==> src/rtl/icp_capture_1024hz.sv <==
// Input-capture unit: free-running prescaled timebase, latched on a selected icp edge.
// Optional ICP_NOISE_CANCEL_EN adds a 4-sample level filter ahead of edge detection.
//
// state | meaning
// IDLE  | no capture held (icr_valid=0)
// FULL  | capture held, not yet acknowledged
// OVR   | capture held and a later edge was dropped
module icp_capture_1024hz #(
   parameter int unsigned PRESCALE_MAX = 48828,
   parameter int unsigned TCNT_W       = 10
) (
   input  logic              clk_i,
   input  logic              rst_i,
   input  logic              icp_i,
   input  logic              edge_sel_i,
   input  logic              icr_ack_i,
   output logic              tick_o,
   output logic [TCNT_W-1:0] tcnt_o,
   output logic [TCNT_W-1:0] icr_o,
   output logic              icr_valid_o,
   output logic              icr_ovr_o
);

   typedef enum logic [1:0] {
      IDLE = 2'd0,
      FULL = 2'd1,
      OVR  = 2'd2
   } state_t;

   localparam logic [15:0]       PS_MAX   = 16'(PRESCALE_MAX);
   localparam logic [TCNT_W-1:0] TCNT_ONE = {{(TCNT_W-1){1'b0}}, 1'b1};

`ifdef ICP_NOISE_CANCEL_EN
   localparam int unsigned      ARM_W   = 3;
   localparam logic [ARM_W-1:0] ARM_MAX = 3'd6;
`else
   localparam int unsigned      ARM_W   = 2;
   localparam logic [ARM_W-1:0] ARM_MAX = 2'd2;
`endif
   localparam logic [ARM_W-1:0] ARM_ONE = {{(ARM_W-1){1'b0}}, 1'b1};

   state_t            state_q, state_d;
   logic [15:0]       ps_q, ps_d;
   logic [TCNT_W-1:0] tcnt_q, tcnt_d;
   logic [TCNT_W-1:0] icr_q, icr_d;
   logic [ARM_W-1:0]  arm_q, arm_d;
   logic              s1_q, s2_q;
   logic              hist_q, hist_d;
   logic              lvl, lvl_nxt;
   logic              armed, hit, load, tick;

   assign tick   = (ps_q == PS_MAX);
   assign ps_d   = tick ? 16'd0 : ps_q + 16'd1;
   assign tcnt_d = tick ? tcnt_q + TCNT_ONE : tcnt_q;
   assign armed  = (arm_q == ARM_MAX);
   assign arm_d  = armed ? arm_q : arm_q + ARM_ONE;

`ifdef ICP_NOISE_CANCEL_EN
   logic [2:0] sh_q;
   logic       filt_q, filt_d;

   // Window is s2 plus three older samples, so the filter settles on the edge the 4th equal sample arrives.
   always_comb begin
      filt_d = filt_q;
      if ((&{sh_q, s2_q}) || !(|{sh_q, s2_q})) filt_d = s2_q;
   end

   always_ff @(posedge clk_i or posedge rst_i) begin
      if (rst_i) begin
         sh_q   <= 3'b000;
         filt_q <= 1'b0;
      end else begin
         sh_q   <= {sh_q[1:0], s2_q};
         filt_q <= filt_d;
      end
   end

   assign lvl     = filt_q;
   assign lvl_nxt = filt_d;
`else
   assign lvl     = s2_q;
   assign lvl_nxt = s1_q;
`endif

   // While arming, hist tracks the incoming level so the pin state at reset release is not seen as an edge.
   assign hist_d = armed ? lvl : lvl_nxt;
   assign hit    = armed && (edge_sel_i ? (lvl && !hist_q) : (!lvl && hist_q));
   assign load   = hit && ((state_q == IDLE) || icr_ack_i);

   always_comb begin
      state_d = state_q;
      icr_d   = icr_q;
      if (load) icr_d = tcnt_q;
      case (state_q)
         IDLE: if (hit) state_d = FULL;
         FULL,
         OVR: begin
            if (hit && icr_ack_i) state_d = FULL;
            else if (icr_ack_i)   state_d = IDLE;
            else if (hit)         state_d = OVR;
         end
         default: state_d = IDLE;
      endcase
   end

   always_ff @(posedge clk_i or posedge rst_i) begin
      if (rst_i) begin
         state_q <= IDLE;
         ps_q    <= 16'd0;
         tcnt_q  <= '0;
         icr_q   <= '0;
         arm_q   <= '0;
         s1_q    <= 1'b0;
         s2_q    <= 1'b0;
         hist_q  <= 1'b0;
      end else begin
         state_q <= state_d;
         ps_q    <= ps_d;
         tcnt_q  <= tcnt_d;
         icr_q   <= icr_d;
         arm_q   <= arm_d;
         s1_q    <= icp_i;
         s2_q    <= s1_q;
         hist_q  <= hist_d;
      end
   end

   assign tick_o      = tick;
   assign tcnt_o      = tcnt_q;
   assign icr_o       = icr_q;
   assign icr_valid_o = (state_q != IDLE);
   assign icr_ovr_o   = (state_q == OVR);

endmodule

==> config.mk <==
export PLATFORM = sky130hd
export DESIGN_NAME = icp_capture_1024hz
export DESIGN_NICKNAME = d
export VERILOG_FILES = /design/src/rtl/icp_capture_1024hz.sv
export SDC_FILE = /design/constraint.sdc
export NUM_CORES = 1
export LEC_CHECK = 0
export CORE_ASPECT_RATIO = 1.75
export CORE_MARGIN = 2
export CORE_UTILIZATION = 30
export CTS_CLUSTER_SIZE = 24
export DETAILED_ROUTE_END_ITERATION = 8
export SLEW_MARGIN = 20
export SYNTH_ARGS = -nofsm -noshare
export SYNTH_HDL_FRONTEND = slang
export SYNTH_SLANG_ARGS = --single-unit
==> constraint.sdc <==
create_clock -name clk_i -period 3 [get_ports clk_i]
set_input_delay 0.6 -clock clk_i [delete_from_list [all_inputs] [get_ports clk_i]]
set_output_delay 0.6 -clock clk_i [all_outputs]
set_load 0.01 [all_outputs]
Word-level counts from Yosys, hierarchy flattened

Index checks and enable logic that the tools add are counted.

Equal/unequal tests: 6
Multiplexer cells: 8
$add $sub $neg: 3
Reductions and logical operators: 12

Operators with widths:

| kind                                                                  | count |
|---|---|
| 16-bit by 1-bit adder with 16-bit output, second input constant       | 1 |
| 16-bit equality test, second input constant                           | 1 |
| 16-bit two-way mux                                                    | 1 |
| 10-bit by 1-bit adder with 10-bit output, second input constant       | 1 |
| 2-bit two-way mux                                                     | 4 |
| 1-bit logical AND                                                     | 5 |
| 2-bit equality test, second input constant                            | 2 |
| 4-bit inequality test, second input constant                          | 1 |
| 2-bit case mux with 2 select lines                                    | 1 |
| 2-bit by 1-bit adder with 2-bit output, second input constant         | 1 |
| 2-bit by 1-bit equality test with 1-bit output, second input constant | 1 |
| 1-bit logical NOT                                                     | 2 |
| 2-bit logical NOT                                                     | 1 |
| 1-bit two-way mux                                                     | 2 |
| 2-bit inequality test, second input constant                          | 1 |
| 2-bit AND reduction                                                   | 1 |
| 2-bit nonzero test                                                    | 1 |
| 2-bit OR reduction                                                    | 1 |
| 1-bit logical OR                                                      | 1 |

Output and inout port bits: 23
Input bits: 5
Logic and storage cells: 37
Register bits: 43

Depth between registers and ports, before layout

Depth after elaboration: 8
Mapped depth: 7

Least setup slack after synthesis

OpenSTA, ideal clock, no wires.

Path type: flip-flop to output port
Start: register ps_q[0]
End: output tick_o
Data required time: 2400 ps
Stages on the path, launching flop included: 7
Data arrival time: 1676 ps
Path slack: 724 ps
Path buffers: 2
Path through: dfrtp_1 -> inv_1 -> ha_1 -> or3b_4 -> nor4_4 -> buf_6 -> buf_4

Word-level cells in the longest chain between the ends: 1

RTL lines:

| what                   | RTL line | RTL |
|---|---|---|
| from (decl)            | 43       | `logic [15:0] ps_q, ps_d;` |
| from (signal assigned) | 118      | `ps_q <= ps_d;` |
| 16-bit equality test   | 52       | `assign tick = (ps_q == PS_MAX);` |
| to (decl)              | 17       | `output logic tick_o,` |

Every way passes these cells.

Worst setup path after layout

Same ends and word-level chain as after synthesis.

==> impl_summary.md <==
Run status
The flow ran to the end, and the final reports show no timing, DRC or antenna violations.

Timing
Subtracting the final worst setup slack from the clock period gives 2.77 ns. The final hold violation count is 0. The final number of max-transition violations is 0. The final setup TNS is 0 ns. The minimum setup slack in the final design is 0.230 ns. For the pin with the worst max-slew slack, the measured transition is 0.531 ns. Across the routed clock network, the largest skew measured is 0.00266 ns.

Setup repair after global routing left no endpoint under its margin. The relative slew slack is 0.646. Setup violations remaining at the end of the flow were counted as 0. Based on the critical path, the design can be clocked at up to 0.361 GHz. Of the available clock period, the critical path in the final layout requires 0.923.

Clock network
The number of clock buffers added by TritonCTS is 5. The number of buffers on the longest clock path is 2. The later-pin clock latency in the skew report is 0.28 ns. The clock tree from TritonCTS is yes. The post-cts sizing count is 0. Buffers inserted to repair hold after CTS numbered 0. Clock-pin slew was measured on the worst setup and hold paths at 0.06 ns. The tree is rooted in a sky130_fd_sc_hd__clkbuf_16. The TritonCTS sink count is 43. Post-CTS timing repair inserted 0 buffers for setup.

The clock tree synthesis step divided the H-tree into 2 levels.

Detailed routing
The final routed DRC violation total is 0. The final antenna-violating net count is 0. In the final routed layout, each cell accounts on average for 13.2 um. The wire length reported by the detailed router is 3.80 mm. Dividing the detail-routed via count by the number of cells gives 4.76. For this block, the via count after detailed routing is 1365. The detailed router's first-iteration violation count is 66. The detailed-routing iteration count for the pre-antenna-repair pass is 5.

Floorplan
For this design the top-level I/O count stands at 28. The number of placement rows is 39. After floorplanning, the core was sized to cover 6540 um2. The initial utilization of the core area, before any placement, comes to 0.312.

The die covers 7500 um2. The width of the die is 66.3 um. The vertical die dimension is 113 um.

Layout
The count of fill cells added during filler insertion is 663. The total inserted antenna cells is 0. In the layout the commonest cells are sky130_fd_sc_hd__dfrtp_1, sky130_fd_sc_hd__clkdlybuf4s50_1, sky130_fd_sc_hd__nor2_1. Of the cells placed in the final design, the portion with a size suffix greater than 1 is 0.141.

The library cell used most frequently in the layout, excluding fill and tap cells, is sky130_fd_sc_hd__dfrtp_1. After the flow finishes, the layout carries non-filler instances totaling 287. The number of nets in the layout is 216. Compared with the post-synthesis result, the final layout area differs by 24.7%.

Logic synthesis
Of all flip-flops after synthesis, the portion carrying an async set or reset was 1.00. The synthesized net count is 185. The average instance in the mapped netlist occupies 11.8 um2.

The synthesized netlist occupies a cell area of 2040 um2. After synthesis the netlist holds a flip-flop and latch count of 43. The share of the Yosys chip area taken by registers is 0.528. Yosys attributes the largest share of cell area to sky130_fd_sc_hd__dfrtp_1, sky130_fd_sc_hd__mux2_2, sky130_fd_sc_hd__xnor2_1, sky130_fd_sc_hd__ha_1, sky130_fd_sc_hd__xor2_1.

The number of synthesized flops with an enable pin is 0. The total number of yosys warnings is 0. Of all cell types, the one taking the most synthesized area is sky130_fd_sc_hd__dfrtp_1. The number of different library cells used by synthesis comes to 33.

The share of synthesized area in the top cell type comes to 0.528. Synthesis handed over a netlist of 173 instances. In the synthesized netlist the dominant register cell turns out to be sky130_fd_sc_hd__dfrtp_1.

Pwr
The total internal power is 1.01 mW. The portion of total power attributed to sequential cells is 0.468. Of the total power, the clock network draws 0.433. The switching power is 282 uW.

For this design the static power due to leakage is 1.15 nW. IR analysis of the VDD net gives a maximum drop of 0.000239 V. The total power per unit cell area is 507 nW/um2. The switching power share of the total is 0.219. The share of total power in combinational logic is 0.099.

Critical path
The total buffers and inverters traversed by the critical path is 2. At the worst endpoint, the arrival time is 2.17 ns. Broken down by cell family, the worst path's largest delay share belongs to buffers and inverters.

The worst setup path is captured at an output pin. Walking the worst path, the cells encountered are inv_1, ha_1, or3b_4, nor4_4, clkdlybuf4s50_1. The category of the most critical setup path is flip-flop to output pin.

The critical path launch point type is a flip-flop. The critical path's largest stage delay is 0.57 ns. The largest individual stage delay along the critical path comes from the cell sky130_fd_sc_hd__clkdlybuf4s50_1. The required time at the worst-slack endpoint is 2.40 ns. The maximum fanout along the worst path is 8.

Global route
Across every metal layer, demand over resource in global routing totals 0.117. The number of antenna violations at the first check in global routing is 0. In the global route stage, met1 resource usage came out at 0.141. The first-pass GRT wire length is 6.66 mm.

The leftover overflow at the end of global routing is 0. The most congested layer reported by global routing is met2. The met3 track demand over resource in global routing is 0.0298. The via count of the first global-routing pass came to 1379. The met2 global-route usage is 0.188. Entering global routing, the biggest net connects 44 pins.

Place
Detailed placement finished with a half-perimeter wire length of 2.67 mm. The final weighted congestion of routability-driven global placement is 0.760. The count of buffers added on input and output ports is 27. At the placement stage, the worst setup path has a slack of 0.508 ns. The number of cells in the design after placement is 279.

Job
Across the run, the number of max-cap violations was 0.

Worst hold path
The path category of the worst min-delay check is flip-flop to flip-flop.
-- worst reg2reg max path: stages (launching register included) --
cell and delay, ns:
sky130_fd_sc_hd__dfrtp_1 0.46, sky130_fd_sc_hd__inv_1 0.09, sky130_fd_sc_hd__ha_1 0.14, sky130_fd_sc_hd__or3b_4 0.39, sky130_fd_sc_hd__nor4_4 0.23, sky130_fd_sc_hd__buf_4 0.32
sky130_fd_sc_hd__mux2_2 0.38
-- Yosys cell counts (2+ instances only) --
master                    number
sky130_fd_sc_hd__dfrtp_1      43
sky130_fd_sc_hd__nor2_1       13
sky130_fd_sc_hd__mux2_2       12
sky130_fd_sc_hd__xnor2_1      12
sky130_fd_sc_hd__nand4_1      11
sky130_fd_sc_hd__xor2_1       10
sky130_fd_sc_hd__inv_1         8
sky130_fd_sc_hd__nand2_1       8
sky130_fd_sc_hd__nand3_1       8
sky130_fd_sc_hd__ha_1          7
sky130_fd_sc_hd__and3_1        6
sky130_fd_sc_hd__and4_1        5
sky130_fd_sc_hd__nor2b_1       4
sky130_fd_sc_hd__o21ai_0       4
sky130_fd_sc_hd__buf_2         2
sky130_fd_sc_hd__buf_6         2
sky130_fd_sc_hd__nor3_1        2
-- sequential cells by signal, indices dropped and copies added (netlist names) --
name     cells
lvl          1
icr_o       10
ps_q        16
state_q      2
lvl_nxt      1
arm_q        2
tcnt_o      10
hist_q       1
-- path summary, 6_finish.rpt --
check	cells past startpoint	start	slack (ns)	end
worst min register to register	0	lvl_nxt	0.37	lvl
min in group asynchronous	3	rst_i	0.77	icr_o[7]
worst min-delay path	0	lvl_nxt	0.37	lvl
max in group asynchronous	3	rst_i	1.88	ps_q[14]
worst max-delay path	5	ps_q[0]	0.23	tick_o
worst max register to register	6	ps_q[0]	0.88	tcnt_o[1]
-- through the flow --
stage               area (um2)   util  hold slack, ns  power, mW
finish                    2540  0.389           0.371       1.29
global route              2540  0.389           0.397       1.35
CTS                       2540  0.389           0.375       1.32
detailed placement        2390  0.365           0.368      0.747
global placement          2390  0.365           0.360      0.743
floorplan                 2040      -           0.350      0.697
-- power groups by stage --
| stage | logic [mW] | clock network, mW | registers (mW) |
|---|---|---|---|
| floorplan | 0.0865 | 0 | 0.611 |
| global placement | 0.129 | 0 | 0.614 |
| detailed placement | 0.132 | 0 | 0.615 |
| CTS | 0.132 | 0.580 | 0.604 |
| global route | 0.145 | 0.604 | 0.606 |
| finish | 0.128 | 0.559 | 0.604 |
-- per-layer routing --
metal	vias to the layer above	wire length, um
li1	664	-
met1	674	1560
met2	19	2010
met3	8	124
met4	0	100
met5	-	0
-- logic make-up (layout without fill, tap and decap cells) --
| logic type | count (synthesis) | in the layout | synth area share |
|---|---|---|---|
| AND/OR/NAND/NOR | 66 | 66 | 0.199 |
| flip-flops | 43 | 43 | 0.528 |
| XOR/XNOR | 22 | 22 | 0.0945 |
| buffers and inverters | 13 | 45 | 0.0344 |
| multiplexers | 12 | 12 | 0.0663 |
| AO/OA/AOI/OAI | 10 | 10 | 0.0356 |
| adder cells (fa/ha/maj) | 7 | 7 | 0.0429 |
-- layout make-up --
type	count	area [um2]	area share
multi-input cells	117	893	0.351
clock buffers	8	156	0.0615
well taps	82	103	0.0403
repair buffers	29	285	0.112
inverters	8	30.0	0.0118
flip-flops and latches	43	1080	0.423
Power figures use the tool's default switching activity.
